File: src/rtl/pipe_pkg.sv
// Shared pipeline types and constants for the fetch/decode boundary.
package pipe_pkg;

  localparam logic [31:0] INST_NOP = 32'h0000_0000;
  localparam logic [31:0] PC_RESET = 32'h0000_0000;

  typedef struct packed {
    logic [31:0] pc;
    logic [31:0] inst;
  } if_entry_t;

endpackage

File: src/rtl/if_queue_if.sv
// Fetch-side and decode-side handshake bundle of the instruction fetch queue.
// Handshake: an entry moves on a rising Clk edge when its valid and the
// receiver's ready are both high; fetch's ready is ~Stall, decode's is D_Ready.
interface if_queue_if #(
  parameter int DEPTH = 4
);
  localparam int AW = $clog2(DEPTH);

  logic        F_Valid;
  logic [31:0] F_PC;
  logic [31:0] F_Inst;
  logic        Stall;
  logic        Flush;
  logic        D_Ready;
  logic        D_Valid;
  logic [31:0] D_PC;
  logic [31:0] D_Inst;
  logic [AW:0] Count;

  modport slave (
    input  F_Valid, F_PC, F_Inst, Flush, D_Ready,
    output Stall, D_Valid, D_PC, D_Inst, Count
  );

  modport master (
    output F_Valid, F_PC, F_Inst, Flush, D_Ready,
    input  Stall, D_Valid, D_PC, D_Inst, Count
  );

endinterface

File: src/rtl/ifq_ram.sv
// DEPTH x 64 entry storage: one synchronous write port, one asynchronous read
// port, no reset (contents are hidden by the queue's output gating).
module ifq_ram
  import pipe_pkg::*;
#(
  parameter int DEPTH = 4,
  parameter int AW    = $clog2(DEPTH)
) (
  input  logic          clk,
  input  logic          we,
  input  logic [AW-1:0] waddr,
  input  if_entry_t     wdata,
  input  logic [AW-1:0] raddr,
  output if_entry_t     rdata
);

  if_entry_t mem [DEPTH];

  always_ff @(posedge clk) begin
    if (we) mem[waddr] <= wdata;
  end

  assign rdata = mem[raddr];

endmodule

File: src/rtl/if_queue.sv
// Instruction fetch queue between PC/instruction memory and decode.
// Optional zero-latency empty bypass: define IFQ_BYPASS_EN.
module if_queue
  import pipe_pkg::*;
#(
  parameter int DEPTH = 4
) (
  input logic      Clk,
  input logic      Clr,
  if_queue_if.slave q
);

  localparam int          AW       = $clog2(DEPTH);
  localparam logic [AW:0] FULL_CNT = (AW+1)'(DEPTH);

  logic [AW-1:0] wr_ptr;
  logic [AW-1:0] rd_ptr;
  logic [AW:0]   count;
  logic          full;
  logic          empty;
  logic          push;
  logic          pop;
  if_entry_t     wentry;
  if_entry_t     head;

  assign full   = (count == FULL_CNT);
  assign empty  = (count == '0);
  assign wentry = '{pc: q.F_PC, inst: q.F_Inst};

  // Stall comes from the registered count only, so decode's ready never
  // reaches the PC register combinationally.
  assign q.Stall = full;
  assign q.Count = count;
  assign pop     = ~empty & q.D_Ready & ~q.Flush;

`ifdef IFQ_BYPASS_EN
  logic bypass;
  assign bypass = empty & q.F_Valid & ~q.Flush;
  // A bypassed instruction taken by decode in the same cycle is never stored.
  assign push   = q.F_Valid & ~full & ~q.Flush & ~(bypass & q.D_Ready);

  always_comb begin
    q.D_Valid = 1'b0;
    q.D_PC    = PC_RESET;
    q.D_Inst  = INST_NOP;
    if (!empty) begin
      q.D_Valid = 1'b1;
      q.D_PC    = head.pc;
      q.D_Inst  = head.inst;
    end else if (bypass) begin
      q.D_Valid = 1'b1;
      q.D_PC    = q.F_PC;
      q.D_Inst  = q.F_Inst;
    end
  end
`else
  assign push = q.F_Valid & ~full & ~q.Flush;

  always_comb begin
    q.D_Valid = 1'b0;
    q.D_PC    = PC_RESET;
    q.D_Inst  = INST_NOP;
    if (!empty) begin
      q.D_Valid = 1'b1;
      q.D_PC    = head.pc;
      q.D_Inst  = head.inst;
    end
  end
`endif

  ifq_ram #(
    .DEPTH (DEPTH),
    .AW    (AW)
  ) u_ram (
    .clk   (Clk),
    .we    (push),
    .waddr (wr_ptr),
    .wdata (wentry),
    .raddr (rd_ptr),
    .rdata (head)
  );

  // Flush outranks push and pop: everything in flight is discarded.
  always_ff @(posedge Clk or posedge Clr) begin
    if (Clr) begin
      wr_ptr <= '0;
      rd_ptr <= '0;
      count  <= '0;
    end else if (q.Flush) begin
      wr_ptr <= '0;
      rd_ptr <= '0;
      count  <= '0;
    end else begin
      if (push) wr_ptr <= wr_ptr + 1'b1;
      if (pop)  rd_ptr <= rd_ptr + 1'b1;
      case ({push, pop})
        2'b10:   count <= count + 1'b1;
        2'b01:   count <= count - 1'b1;
        default: count <= count;
      endcase
    end
  end

endmodule

File: src/flat_wrapper.sv
// flat-port wrapper written by rule: the top's interface ports become plain ports
module if_queue_flat import pipe_pkg::*;
#(
  parameter int DEPTH = 4
)
  (Clk, Clr, q_F_Valid, q_F_PC, q_F_Inst, q_Flush, q_D_Ready, q_Stall, q_D_Valid, q_D_PC, q_D_Inst, q_Count);
  if_queue_if #(.DEPTH(DEPTH)) q_i ();
  input logic Clk;
  input logic Clr;
  input wire logic [$bits(q_i.F_Valid)-1:0] q_F_Valid;
  input wire logic [$bits(q_i.F_PC)-1:0] q_F_PC;
  input wire logic [$bits(q_i.F_Inst)-1:0] q_F_Inst;
  input wire logic [$bits(q_i.Flush)-1:0] q_Flush;
  input wire logic [$bits(q_i.D_Ready)-1:0] q_D_Ready;
  output wire logic [$bits(q_i.Stall)-1:0] q_Stall;
  output wire logic [$bits(q_i.D_Valid)-1:0] q_D_Valid;
  output wire logic [$bits(q_i.D_PC)-1:0] q_D_PC;
  output wire logic [$bits(q_i.D_Inst)-1:0] q_D_Inst;
  output wire logic [$bits(q_i.Count)-1:0] q_Count;
  assign q_i.F_Valid = q_F_Valid;
  assign q_i.F_PC = q_F_PC;
  assign q_i.F_Inst = q_F_Inst;
  assign q_i.Flush = q_Flush;
  assign q_i.D_Ready = q_D_Ready;
  assign q_Stall = q_i.Stall;
  assign q_D_Valid = q_i.D_Valid;
  assign q_D_PC = q_i.D_PC;
  assign q_D_Inst = q_i.D_Inst;
  assign q_Count = q_i.Count;
  if_queue #(.DEPTH(DEPTH)) u_core (.Clk(Clk), .Clr(Clr), .q(q_i));
endmodule
File: config.mk
export PLATFORM = sky130hd
export DESIGN_NAME = if_queue_flat
export DESIGN_NICKNAME = d
export VERILOG_FILES = /design/src/rtl/pipe_pkg.sv /design/src/rtl/if_queue_if.sv /design/src/rtl/ifq_ram.sv /design/src/rtl/if_queue.sv /design/src/flat_wrapper.sv
export SDC_FILE = /design/constraint.sdc
export NUM_CORES = 1
export LEC_CHECK = 0
export ABC_CLOCK_PERIOD_IN_PS = 5000
export BUFFER_PORTS_ARGS = -buffer_cell sky130_fd_sc_hd__buf_2
export CAP_MARGIN = 20
export CORE_UTILIZATION = 35
export CTS_BUF_LIST = sky130_fd_sc_hd__clkbuf_4
export DETAILED_ROUTE_END_ITERATION = 8
export HOLD_SLACK_MARGIN = 0.05
export PLACE_DENSITY = 0.64
export REMOVE_ABC_BUFFERS = 1
export SKIP_LAST_GASP = 1
export SYNTH_ARGS = -nofsm -noshare
export SYNTH_HDL_FRONTEND = slang
export SYNTH_SLANG_ARGS = --single-unit
File: constraint.sdc
create_clock -name Clk -period 5 [get_ports Clk]
set_clock_uncertainty 0.1 [all_clocks]
set_input_delay 0 -clock Clk [delete_from_list [all_inputs] [get_ports Clk]]
set_output_delay 0 -clock Clk [all_outputs]
set_load 0.005 [all_outputs]
==> results.toml <==
[critical_path]
worstPathCellList = "buf_4 > mux4_2 > and2_1 > buf_2"
startpoint_type = "flip-flop"
reg2reg_depth = 8
critPathSlowestCell = "dfrtp_4"
path_depth = 4
critPathCaptureType = "output port"
path_max_fanout = 26
cpPeakStageDelay_ns = 0.77
cp.arrival_ns = 2.82
critPathRequiredTime_ns = 4.90
worst-setup-path-type = "flip-flop to output port"
crit_buf_inv = 2
critPathTopFamily = "flip-flops"

[routing]
vias = 5635
drtIter0Drc = 276
postRouteAntennaNets = 0
routed_via_density = 4.626
wl_per_cell_um = 16.74
drt_pass1_iterations = 4
drcViolationCount = 0
drt_wl_total_mm = 20.39

[cells_and_area]
layout.nets = 866
post-route-util_pct = 47.04
syn_to_final_growth_pct = 31.89
drive_gt1_share_pct = 38.06

[cts]
cts_tree = "done"
clk_pin_slew_ns = 0.07
postCtsSetupRepairBufs = 0
cts.htree.levels = 3
cts.sinks = 263
insertion_delay_ns = 0.62
cts_buffer_depth = 3
cts_buffers = 68
root_buffer = "clkbuf_4"

[synth]
yosys_warnings = 0
yosysUniqueCellTypes = 31
synth_seq_cells = 263
yosys.area_share.simple_pct = 5.329
synth_cells = 474
synth-compound-area-share_pct = 0.9655
ys_seq_area_share_pct = 76.80
synth_top_family_by_area = "multiplexers"
netlist_area_sq_um = 10240
synthMuxAreaShare_pct = 14.19
syn_area_per_cell_sq_um = 21.60
synth_fa_ha_area_share_pct = 0.6844
synth_xor_area_share_pct = 0.2567

[place]
dpl.hpwl_mm = 10.93
io_buffers = 137
gp_congestion = 0.7520

[grt]
grt.overflow.total = 0
grt_pass1_vias = 6313
gr-usage-all-layers_pct = 13.95
grt_pass1_wl_mm = 32.28
antenna_found_initial = 1
grt_max_degree = 68

[floorplan]
placementRows = 62
core_area_sq_um = 28700
die_area_sq_um = 29940
start_util_pct = 35.67
die_x_um = 173.0
io_pins = 138
die_y_um = 173.0

[hold_path]
holdPathStages = 4
hold_path_class = "input port to flip-flop"

[sta]
max-slew-margin-rel_pct = 30.38
setup_viol_count_final = 0
hold_viol_final = 0
tightestPinTransition_ns = 1.044
period_share_pct = 58.32
tns_ns = 0
max_freq_mhz = 342.9
finalMaxSlewViolations = 0
fin_crit_ns = 2.916
rsz0062_at_grt = "false"

[run]
cap_viol_max_count = 0

[power_and_ir_drop]
p_leak_uw = 0.004806
ir_drop_v = 0.0001444
p_per_area_nw_per_um2 = 371.5

[status]
status = "complete, no violations"
[cell type report]
type                       count  area, sq um
clock inverter                12        131.4
clock buffer                  99        743.2
antenna                        1        2.502
timing repair buffer         274         2052
fill                        2527        15200
sequential                   263         7870
inverter                       5        18.77
multi-input combinational    180         2203
tap                          384        480.5
[flip-flops by register name, summed over array words and instances (netlist names)]
register,flops
u_core.q.Count,3
u_core.rd_ptr,2
u_core.u_ram.mem,256
u_core.wr_ptr,2
[power breakdown]
group | leakage (uW) | total [uW] | switching [uW] | internal (uW)
sequential | 0.00242 | 2550 | 50.6 | 2500
combinational | 0.00188 | 614 | 272 | 341
clock | 0.000515 | 1850 | 794 | 1060
[cells in the mapped netlist]
cell	count	area share (%)
a2111o_1	1	0.11
a211oi_1	1	0.073
a21oi_1	7	0.34
a22oi_1	1	0.073
and2_1	69	4.2
buf_2	10	0.49
buf_4	2	0.15
buf_6	6	0.66
clkbuf_1	8	0.29
dfrtp_1	7	1.7
edfxtp_1	256	75
fa_1	1	0.20
ha_1	4	0.49
inv_1	5	0.18
mux2_2	1	0.11
mux4_2	64	14
nand2_1	3	0.11
nand2b_1	2	0.12
nand3_1	2	0.098
nor2_1	8	0.29
nor2b_1	2	0.12
nor3_1	2	0.098
nor3b_1	1	0.073
o21a_1	1	0.073
o21ai_0	2	0.098
o21bai_1	1	0.073
o22ai_1	2	0.12
or3_4	1	0.11
or3b_1	1	0.086
xnor2_1	1	0.086
xor2_1	2	0.17
[kinds of logic (layout without fill, tap and decap cells)]
| group | Yosys count | in the layout |
|---|---|---|
| mux | 65 | 65 |
| fa+ha+maj | 5 | 5 |
| buf+inv | 31 | 390 |
| flops | 263 | 263 |
| compound gates | 16 | 16 |
| xor+xnor | 3 | 3 |
| other cells | 0 | 1 |
| simple gates | 91 | 91 |
[per-stage QoR]
step / total power (uW) / hold WS (ns) / std cells / setup WS, ns / area (sq um)
2_1_floorplan: 2910 / -0.2966 / 448 / 1.484 / 10070
3_3_place_gp: 3128 / -0.1693 / 971 / 2.270 / 11270
3_5_place_dp: 3149 / -0.1481 / 971 / 2.093 / 11270
4_1_cts: 5112 / 0.08380 / 1217 / 1.925 / 13500
5_1_grt: 5265 / 0.1029 / 1218 / 1.804 / 13500
6_report: 5016 / 0.1515 / 1218 / 2.084 / 13500
[worst paths after layout]
check,from,end,slack (ns)
setup / recovery,u_core.rd_ptr[0]$_DFFE_PP0P_,q_D_PC[15],2.08
hold / removal,q_Flush,u_core.q.Count[2]$_DFFE_PP0P_,0.15
setup reg to reg,u_core.q.Count[1]$_DFFE_PP0P_,u_core.q.Count[1]$_DFFE_PP0P_,2.11
hold reg to reg,u_core.wr_ptr[1]$_DFFE_PP0P_,u_core.wr_ptr[1]$_DFFE_PP0P_,0.48
max in group asynchronous,Clr,u_core.rd_ptr[1]$_DFFE_PP0P_,4.23
min in group asynchronous,Clr,u_core.q.Count[0]$_DFFE_PP0P_,0.32
[what timing repair did]
action                    4_1_cts  5_1_grt
hold buffers                  135        0
gates resized for setup         0        0
hold endpoints to repair      270        0
[tightest hold or removal path: stages]
cell and delay, ns:
dlygate4sd3_1 0.51, buf_2 0.16, a21oi_1 0.06, o21a_1 0.10
[metal layers]
| layer | vias up | track usage [%] | part of all wire [%] |
|---|---|---|---|
| li1 | 2579 | - | - |
| met1 | 2845 | 16.66 | 41 |
| met2 | 180 | 23.66 | 51 |
| met3 | 31 | 4.266 | 6.3 |
| met4 | 0 | 5.420 | 1.5 |
| met5 | - | 0 | 0 |
[layout by cell type, fill, tap and decap left out, drive strengths merged, types with 5 or more instances in the layout]
cell type    netlist  final
edfxtp           256    256
inv                5      7
dlygate4sd3        0    135
clkbuf             8     99
clkinv             0      5
mux4              64     64
dfrtp              7      7
nor2               8      8
buf               18    139
and2              69     69
a21oi              7      7
Power figures use the tool's default switching activity.
